`src/rtl/alu_pkg.sv`:
```
// Shared definitions for the execute-cluster add/subtract stage:
// default widths, NZCV bit positions and a flag packing helper.
package alu_pkg;

   localparam int WIDTH_DEF = 32;
   localparam int TAG_W_DEF = 6;

   localparam int FLAG_N = 3;
   localparam int FLAG_Z = 2;
   localparam int FLAG_C = 1;
   localparam int FLAG_V = 0;

   typedef logic [3:0] nzcv_t;

   function automatic nzcv_t pack_flags(input logic n, input logic z,
                                        input logic c, input logic v);
      nzcv_t f;
      f         = '0;
      f[FLAG_N] = n;
      f[FLAG_Z] = z;
      f[FLAG_C] = c;
      f[FLAG_V] = v;
      return f;
   endfunction

endpackage

```
`src/rtl/adder_half.sv`:
```
// N-bit ripple-carry chain of 1-bit full-adder cells with carry in/out.
module adder_half #(
   parameter int N = 16
) (
   input  logic [N-1:0] a_i,
   input  logic [N-1:0] b_i,
   input  logic         cin_i,
   output logic [N-1:0] sum_o,
   output logic         cout_o
);

   logic [N:0] c;

   assign c[0] = cin_i;

   for (genvar i = 0; i < N; i++) begin : g_fa
      assign sum_o[i] = a_i[i] ^ b_i[i] ^ c[i];
      assign c[i+1]   = (a_i[i] & b_i[i]) | (c[i] & (a_i[i] ^ b_i[i]));
   end

   assign cout_o = c[N];

endmodule

```
`src/rtl/alu_add_stage.sv`:
```
// Two-stage pipelined adder/subtractor: low half plus carry in stage 1,
// high half and NZCV flags in stage 2, valid/ready on both sides, flush.
module alu_add_stage
   import alu_pkg::*;
#(
   parameter int WIDTH = WIDTH_DEF,
   parameter int TAG_W = TAG_W_DEF
) (
   input  logic             clk,
   input  logic             rst_n,
   input  logic             flush,
   input  logic             in_valid,
   output logic             in_ready,
   input  logic [WIDTH-1:0] op_a,
   input  logic [WIDTH-1:0] op_b,
   input  logic             invert_b,
   input  logic             carry_in,
   input  logic [TAG_W-1:0] in_tag,
   output logic             out_valid,
   input  logic             out_ready,
   output logic [WIDTH-1:0] result,
   output logic [3:0]       flags,
   output logic [TAG_W-1:0] out_tag
);

   localparam int H = WIDTH / 2;

   logic [WIDTH-1:0] b_eff;
   logic [H-1:0]     lo_sum, hi_sum;
   logic             lo_cout, hi_cout;
   logic [WIDTH-1:0] res;
   logic             s1_advance, accept;

   logic             s1_valid_q, s1_valid_d;
   logic [H-1:0]     s1_lo_q, s1_lo_d;
   logic             s1_c_q, s1_c_d;
   logic [H-1:0]     s1_ahi_q, s1_ahi_d;
   logic [H-1:0]     s1_bhi_q, s1_bhi_d;
   logic [TAG_W-1:0] s1_tag_q, s1_tag_d;

   logic             s2_valid_q, s2_valid_d;
   logic [WIDTH-1:0] result_q, result_d;
   nzcv_t            flags_q, flags_d;
   logic [TAG_W-1:0] tag_q, tag_d;

   assign b_eff = invert_b ? ~op_b : op_b;

   adder_half #(.N(H)) u_add_lo (
      .a_i    (op_a[H-1:0]),
      .b_i    (b_eff[H-1:0]),
      .cin_i  (carry_in),
      .sum_o  (lo_sum),
      .cout_o (lo_cout)
   );

   adder_half #(.N(H)) u_add_hi (
      .a_i    (s1_ahi_q),
      .b_i    (s1_bhi_q),
      .cin_i  (s1_c_q),
      .sum_o  (hi_sum),
      .cout_o (hi_cout)
   );

   assign res = {hi_sum, s1_lo_q};

   // in_ready must not depend on in_valid; it only sees flush, out_ready and state.
   assign s1_advance = !s2_valid_q || out_ready;
   assign in_ready   = !flush && (!s1_valid_q || s1_advance);
   assign accept     = in_valid && in_ready;

   always_comb begin
      s1_valid_d = s1_valid_q;
      s1_lo_d    = s1_lo_q;
      s1_c_d     = s1_c_q;
      s1_ahi_d   = s1_ahi_q;
      s1_bhi_d   = s1_bhi_q;
      s1_tag_d   = s1_tag_q;
      if (flush) begin
         s1_valid_d = 1'b0;
      end else if (accept) begin
         s1_valid_d = 1'b1;
         s1_lo_d    = lo_sum;
         s1_c_d     = lo_cout;
         s1_ahi_d   = op_a[WIDTH-1:H];
         s1_bhi_d   = b_eff[WIDTH-1:H];
         s1_tag_d   = in_tag;
      end else if (s1_advance) begin
         s1_valid_d = 1'b0;
      end
   end

   always_comb begin
      s2_valid_d = s2_valid_q;
      result_d   = result_q;
      flags_d    = flags_q;
      tag_d      = tag_q;
      if (flush) begin
         s2_valid_d = 1'b0;
      end else if (s1_advance) begin
         s2_valid_d = s1_valid_q;
         if (s1_valid_q) begin
            result_d = res;
            tag_d    = s1_tag_q;
            flags_d  = pack_flags(res[WIDTH-1], res == '0, hi_cout,
                                  (s1_ahi_q[H-1] == s1_bhi_q[H-1]) &&
                                  (res[WIDTH-1] != s1_ahi_q[H-1]));
         end
      end
   end

   always_ff @(posedge clk or negedge rst_n) begin
      if (!rst_n) begin
         s1_valid_q <= 1'b0;
         s1_lo_q    <= '0;
         s1_c_q     <= 1'b0;
         s1_ahi_q   <= '0;
         s1_bhi_q   <= '0;
         s1_tag_q   <= '0;
         s2_valid_q <= 1'b0;
         result_q   <= '0;
         flags_q    <= '0;
         tag_q      <= '0;
      end else begin
         s1_valid_q <= s1_valid_d;
         s1_lo_q    <= s1_lo_d;
         s1_c_q     <= s1_c_d;
         s1_ahi_q   <= s1_ahi_d;
         s1_bhi_q   <= s1_bhi_d;
         s1_tag_q   <= s1_tag_d;
         s2_valid_q <= s2_valid_d;
         result_q   <= result_d;
         flags_q    <= flags_d;
         tag_q      <= tag_d;
      end
   end

   assign out_valid = s2_valid_q;
   assign result    = result_q;
   assign flags     = flags_q;
   assign out_tag   = tag_q;

endmodule

```
`config.mk`:
```
export PLATFORM = sky130hd
export DESIGN_NAME = alu_add_stage
export DESIGN_NICKNAME = d
export VERILOG_FILES = /design/src/rtl/alu_pkg.sv /design/src/rtl/adder_half.sv /design/src/rtl/alu_add_stage.sv
export SDC_FILE = /design/constraint.sdc
export NUM_CORES = 1
export LEC_CHECK = 0
export CORE_UTILIZATION = 50
export DETAILED_ROUTE_END_ITERATION = 7
export PLACE_DENSITY = 0.78
export SLEW_MARGIN = 20
export SYNTH_ARGS = -nofsm -noshare
export SYNTH_HDL_FRONTEND = slang
export SYNTH_SLANG_ARGS = --single-unit
```
`constraint.sdc`:
```
create_clock -name clk -period 7.53 [get_ports clk]
set_input_delay 0.753 -clock clk [delete_from_list [all_inputs] [get_ports clk]]
set_output_delay 0.753 -clock clk [all_outputs]
set_load 0.02 [all_outputs]
```
Yosys cells after proc, flatten, opt, wreduce, memory -nomap -nowiden:

Index checks and enable logic that the tools add are counted.

* mux-type cells: 6
* bitwise operators: 162
* magnitude comparators: 0
* divide/modulo/power cells: 0
* reduce and logical (&&, ||, !) cells: 13
* $add $sub $neg: 0
* equal/unequal tests: 2
* multipliers: 0
* shifts and indexed selects: 0

Operator list (count)
* $and 1x1->1: 64
* $xor 1x1->1: 64
* $logic_not 32->1: 1
* $mux 32: 1
* $not 32->32: 1
* $or 1x1->1: 32
* $mux 1: 5
* $logic_and 1x1->1: 3
* $logic_not 1->1: 3
* $reduce_and 3->1: 1
* $reduce_bool 3->1: 1
* $logic_or 1x1->1: 2
* $reduce_and 2->1: 1
* $reduce_bool 2->1: 1
* $eq 1x1->1: 1
* $ne 1x1->1: 1
* $not 1->1: 1

* memories: 0
* flip-flop bits (word level): 99
* RAM bits: 0
* latch bits: 0
* ROM bits: 0
* word-level logic and storage cells: 193
* input bits: 77

Logic depth before layout (Yosys ltp):

Gate-level depths: netlist of the first run.

* depth in word-level cells: 35
* gate-level depth with buffers: 24
* gate-level depth less buffers: 21

Cells and area by module:

A second synthesis of the first run with hierarchy kept.

* cells, all modules: 318
* area, all modules: 5046.1 um^2

Modules (own cells, without submodules)
* alu_add_stage: times used 1, area each 4330.4 um^2, cells an instance 266
* adder_half: times used 2, area each 357.8 um^2, cells an instance 26

Worst setup path after synthesis of the first run:

No wires, ideal clock.

* path type: input-to-reg
* start point: input invert_b
* end point: register s1_lo_q[15]
* stages: 24
* data arrival time: 7813 ps
* setup slack: -408 ps
* data required time: 7405 ps
* path buffers: 3
* cells stage by stage: buf_2 buf_2 buf_2 xnor2_1 fa_1 inv_1 fa_1 inv_1 fa_1 fa_1 fa_1 fa_1 fa_1 fa_1 fa_1 fa_1 fa_1 fa_1 fa_1 fa_1 fa_1 inv_1 fa_1 mux2_4

* longest elaborated chain between the ends: 33

Ends and longest elaborated chain
* from (decl): line alu_add_stage.sv:16 `input logic invert_b,`
* $mux 32 *: line alu_add_stage.sv:46 `assign b_eff = invert_b ? ~op_b : op_b;`
* $xor 1x1->1: line adder_half.sv:18 `assign c[i+1] = (a_i[i] & b_i[i]) | (c[i] & (a_i[i] ^ b_i[i]));`
* $and 1x1->1: line adder_half.sv:18
* $or 1x1->1: line adder_half.sv:18
* $and 1x1->1: line adder_half.sv:18
* $or 1x1->1: line adder_half.sv:18
* $and 1x1->1: line adder_half.sv:18
* $or 1x1->1: line adder_half.sv:18
* (+18 left out)
* $and 1x1->1: line adder_half.sv:18
* $or 1x1->1: line adder_half.sv:18
* $and 1x1->1: line adder_half.sv:18
* $or 1x1->1: line adder_half.sv:18
* $and 1x1->1: line adder_half.sv:18
* $or 1x1->1: line adder_half.sv:18
* $xor 1x1->1 *: line adder_half.sv:17 `assign sum_o[i] = a_i[i] ^ b_i[i] ^ c[i];`
* net lo_sum[15]: line alu_add_stage.sv:29 `logic [H-1:0] lo_sum, hi_sum;`
* to (signal assigned): line alu_add_stage.sv:125 `s1_lo_q <= s1_lo_d;`
* to (decl): line alu_add_stage.sv:35 `logic [H-1:0] s1_lo_q, s1_lo_d;`

The timed path passes the listed nets; every way through them passes the cells marked *.
A chain may end at the register's enable or synchronous reset.

Worst setup path after layout of the first run:

* start point: input op_a[0]
* end point: register s1_lo_q[15]

* longest elaborated chain between the ends: 32

Ends and longest elaborated chain
* from (decl): line alu_add_stage.sv:14 `input logic [WIDTH-1:0] op_a,`
* $xor 1x1->1: line adder_half.sv:18
* $and 1x1->1: line adder_half.sv:18
* $or 1x1->1 *: line adder_half.sv:18
* $and 1x1->1 *: line adder_half.sv:18
* $or 1x1->1 *: line adder_half.sv:18
* $and 1x1->1 *: line adder_half.sv:18
* $or 1x1->1 *: line adder_half.sv:18
* $and 1x1->1 *: line adder_half.sv:18
* (+17 left out)
* $and 1x1->1 *: line adder_half.sv:18
* $or 1x1->1 *: line adder_half.sv:18
* $and 1x1->1 *: line adder_half.sv:18
* $or 1x1->1 *: line adder_half.sv:18
* $and 1x1->1 *: line adder_half.sv:18
* $or 1x1->1 *: line adder_half.sv:18
* $xor 1x1->1 *: line adder_half.sv:17
* net lo_sum[15]: line alu_add_stage.sv:29

Marked as above.

==> results of run 1 <==
==> layer usage <==
layer / GRT usage, % / vias to the layer above
met5: 0 / -
met4: 5.275 / 0
met3: 5.267 / 9
met2: 33.56 / 85
met1: 25.95 / 1511
li1: - / 1395
==> power by group <==
part           internal, mW  switching [mW]  total, mW
Combinational         0.392           0.342      0.734
Sequential            0.684          0.0984      0.783
Clock                 0.186           0.179      0.366
==> sequential cells by signal, summed over array words and instances (netlist names) <==
signal,flops
s1_c_q,1
out_tag,6
s1_ahi_q,16
s1_tag_q,6
s1_lo_q,16
out_valid,1
s1_bhi_q,16
s1_valid_q,1
flags,3
result,32
==> logic make-up (layout without fill, tap and decap cells) <==
logic type	count (synthesis)	in the layout
XOR/XNOR	33	33
AND/OR/NAND/NOR	17	17
adder cells (fa/ha/maj)	33	33
AO/OA/AOI/OAI	41	41
flip-flops	98	98
buffers and inverters	60	178
multiplexers	77	77
==> timing repair <==
item | in CTS | in global routing
setup buffers | 0 | 0
gates resized for setup | 0 | 2
setup endpoints to repair | 0 | 2
==> cell type report <==
class                           count  area, um2  area share [%]
Sequential cell                    98       2452           37.93
Clock buffer                        9      123.9           1.916
Inverter                           40      150.1           2.322
Tap cell                          133      166.4           2.574
Multi-Input combinational cell    201       2267           35.06
Clock inverter                      6      90.09           1.393
Timing Repair Buffer              123       1216           18.81
==> Yosys cell counts <==
cell       n
or2_1      1
nor4_1     7
mux2_4    34
nand4_1    2
nor2_1     4
a211o_1    1
buf_2      5
o21ai_0   36
clkbuf_1   5
buf_6      8
o31ai_1    1
xor2_1    17
clkbuf_8   1
mux2_2    27
o41ai_2    1
a21oi_1    2
inv_1     40
nand2b_1   1
mux2i_1   16
buf_4      1
xnor2_1   16
ha_1       1
nor2b_4    1
nand2_1    1
dfrtp_1   98
fa_1      32
==> metrics by stage <==
stage | instances | power [mW] | hold WS (ps)
after floorplan | 359 | 1.196 | 457.4
after global placement | 595 | 1.508 | 483.8
after detailed placement | 595 | 1.537 | 493.8
after CTS | 610 | 1.908 | 375.8
after global routing | 610 | 2.003 | 396.6
final | 610 | 1.883 | 370.2
==> path summary, 6_finish.rpt <==
path                              from           end  slack (ps)
max reg2reg                     s1_c_q      flags[0]         310
max in group asynchronous        rst_n  s1_bhi_q[11]        6060
max                            op_a[0]   s1_lo_q[15]         220
min reg2reg                s1_tag_q[0]    out_tag[0]         510
min in group clk           s1_tag_q[0]    out_tag[0]         510
min                              rst_n   s1_tag_q[3]         370
==> impl_metrics.py, run 1 <==
metrics = {
    "clocking": {
        "numClockSinks": 98,
        "postCtsHoldBufs": 0,
        "clockRootBuffer": "clkbuf_8",
        "cts_inserted_buffers": 9,
        "cts_tree": "yes",
        "path_clk_slew_ps": 100,
        "cts_max_level": 3,
        "clockBufferDepth": 2,
        "clock_latency_ps": 360,
    },
    "setup_path": {
        "max_stage_delay_ps": 460,
        "crit_cells": 22,
        "crit_arrival_ps": 7550,
        "path_max_fanout": 1,
        "worst_r2r_path_depth": 21,
        "path_common_cell": "fa_1",
        "cp_num_buf_inv": 5,
        "criticalPathCategory": "input port to flop",
        "crit_family": "adder cells",
        "required_ps": 7770,
        "cp_cell_sequence": "clkdlybuf4s50_1 > inv_1 > fa_1 > inv_1 > fa_1 > inv_1 > fa_1 > fa_2 > fa_2 > fa_1 > fa_1 > fa_1 > fa_1 > fa_1 > fa_2 > fa_2 > fa_2 > fa_2 > fa_1 > inv_1 > fa_1 > mux2_4",
        "cpMaxStageDelayCell": "clkdlybuf4s50_1",
        "end_kind": "flop",
        "critPathLaunchType": "input port",
    },
    "yosys": {
        "synthMuxAreaShare_pct": 19.50,
        "yosysWarnings": 0,
        "synth_top_family_by_area": "multiplexers",
        "syn_avg_cell_area_um2": 13.92,
        "synth_cell_types": 26,
        "yosys.area_share.xor_xnor_pct": 5.782,
        "synth-simple-area-share_pct": 2.028,
        "ys_seq_area_share_pct": 49.06,
        "synth_compound_area_share_pct": 4.456,
        "ys_seq_elements": 98,
        "syn_area_um2": 4999,
        "synth_fp_nets": 469,
        "synthAdderAreaFrac_pct": 13.07,
        "syn-instance-count": 359,
        "yosys.area.top_type": "dfrtp_1",
        "synth_top_cell_area_share_pct": 49.06,
        "synthTopCellsByArea": "dfrtp_1 49%, fa_1 13%, mux2_4 10%",
    },
    "routing": {
        "wl_met2_um": 4918,
        "wl_per_cell_um": 15.69,
        "ant_nets": 0,
        "wirelength_um": 9573,
        "top_layer": "met4",
        "initialDrtViolationCount": 102,
        "wl_met3_um": 433,
        "drc": 0,
        "wl_met1_um": 4121,
        "vias": 3000,
        "via_per_inst": 4.918,
        "first_pass_iters": 4,
    },
    "finish": {
        "layout-drive-gt1-share_pct": 19.29,
        "utilization_pct": 66.46,
        "most-common-layout-cells": "118 x clkdlybuf4s50_1, 98 x dfrtp_1, 40 x inv_1",
        "area_growth_pct": 29.36,
        "antenna_cells": 0,
        "final_nets": 583,
        "final_common_cell": "clkdlybuf4s50_1",
        "finalInstanceArea_um2": 6466,
        "fill_cells": 738,
    },
    "global_route": {
        "grt_pass1_wl_um": 15590,
        "antenna_found_initial": 0,
        "grt_max_degree": 56,
        "grt_pass1_vias": 3230,
        "overflow": 0,
        "grtUsageTotal_pct": 20.02,
    },
    "timing": {
        "fin_crit_sh_pct": 97.06,
        "period_minus_slack_ps": 7309,
        "relSlewSlack_pct": 34.76,
        "fmax_mhz": 136.8,
        "rsz0062_at_grt": "false",
        "setup_slack_ps": 221.3,
        "setup_tns_ps": 0,
        "maxSlewViolCount": 0,
        "worst_pin_slew_ps": 978.6,
        "hold_violations": 0,
        "setup_violations": 0,
        "clock_skew_ps": 15.30,
    },
    "placed_design": {
        "placed_cell_area_um2": 6247,
        "gp_congestion": 0.8043,
        "port-buffer-count": 120,
        "dp_slack_ps": -233.7,
        "hpwl_um": 7153,
    },
    "run": {
        "drv_cap": 0,
    },
    "hold_path": {
        "hold_path.class": "input port to asynchronous set/reset pin",
    },
    "floorplan": {
        "die_x_um": 102.0,
        "core_area_um2": 9729,
        "rows": 36,
        "fp.dieH_um": 102.0,
        "start_util_pct": 51.38,
        "die-area_um2": 10400,
        "io_pins": 121,
    },
    "outcome": {
        "outcome": "finished clean",
    },
    "power_and_ir_drop": {
        "leakage_nw": 2.940,
        "peakVddDrop_v": 0.0001168,
        "p_per_area_nw_per_um2": 291.2,
    },
}
No activity file was read; power rests on OpenSTA's default activity.
==> run 2, diff against run 1 <==
- CTS_CLUSTER_DIAMETER: unset -> 60
- SLEW_MARGIN: 20 -> unset
==> results of run 2 <==
Final layout, timing and power as in run 1 (identical DEF).
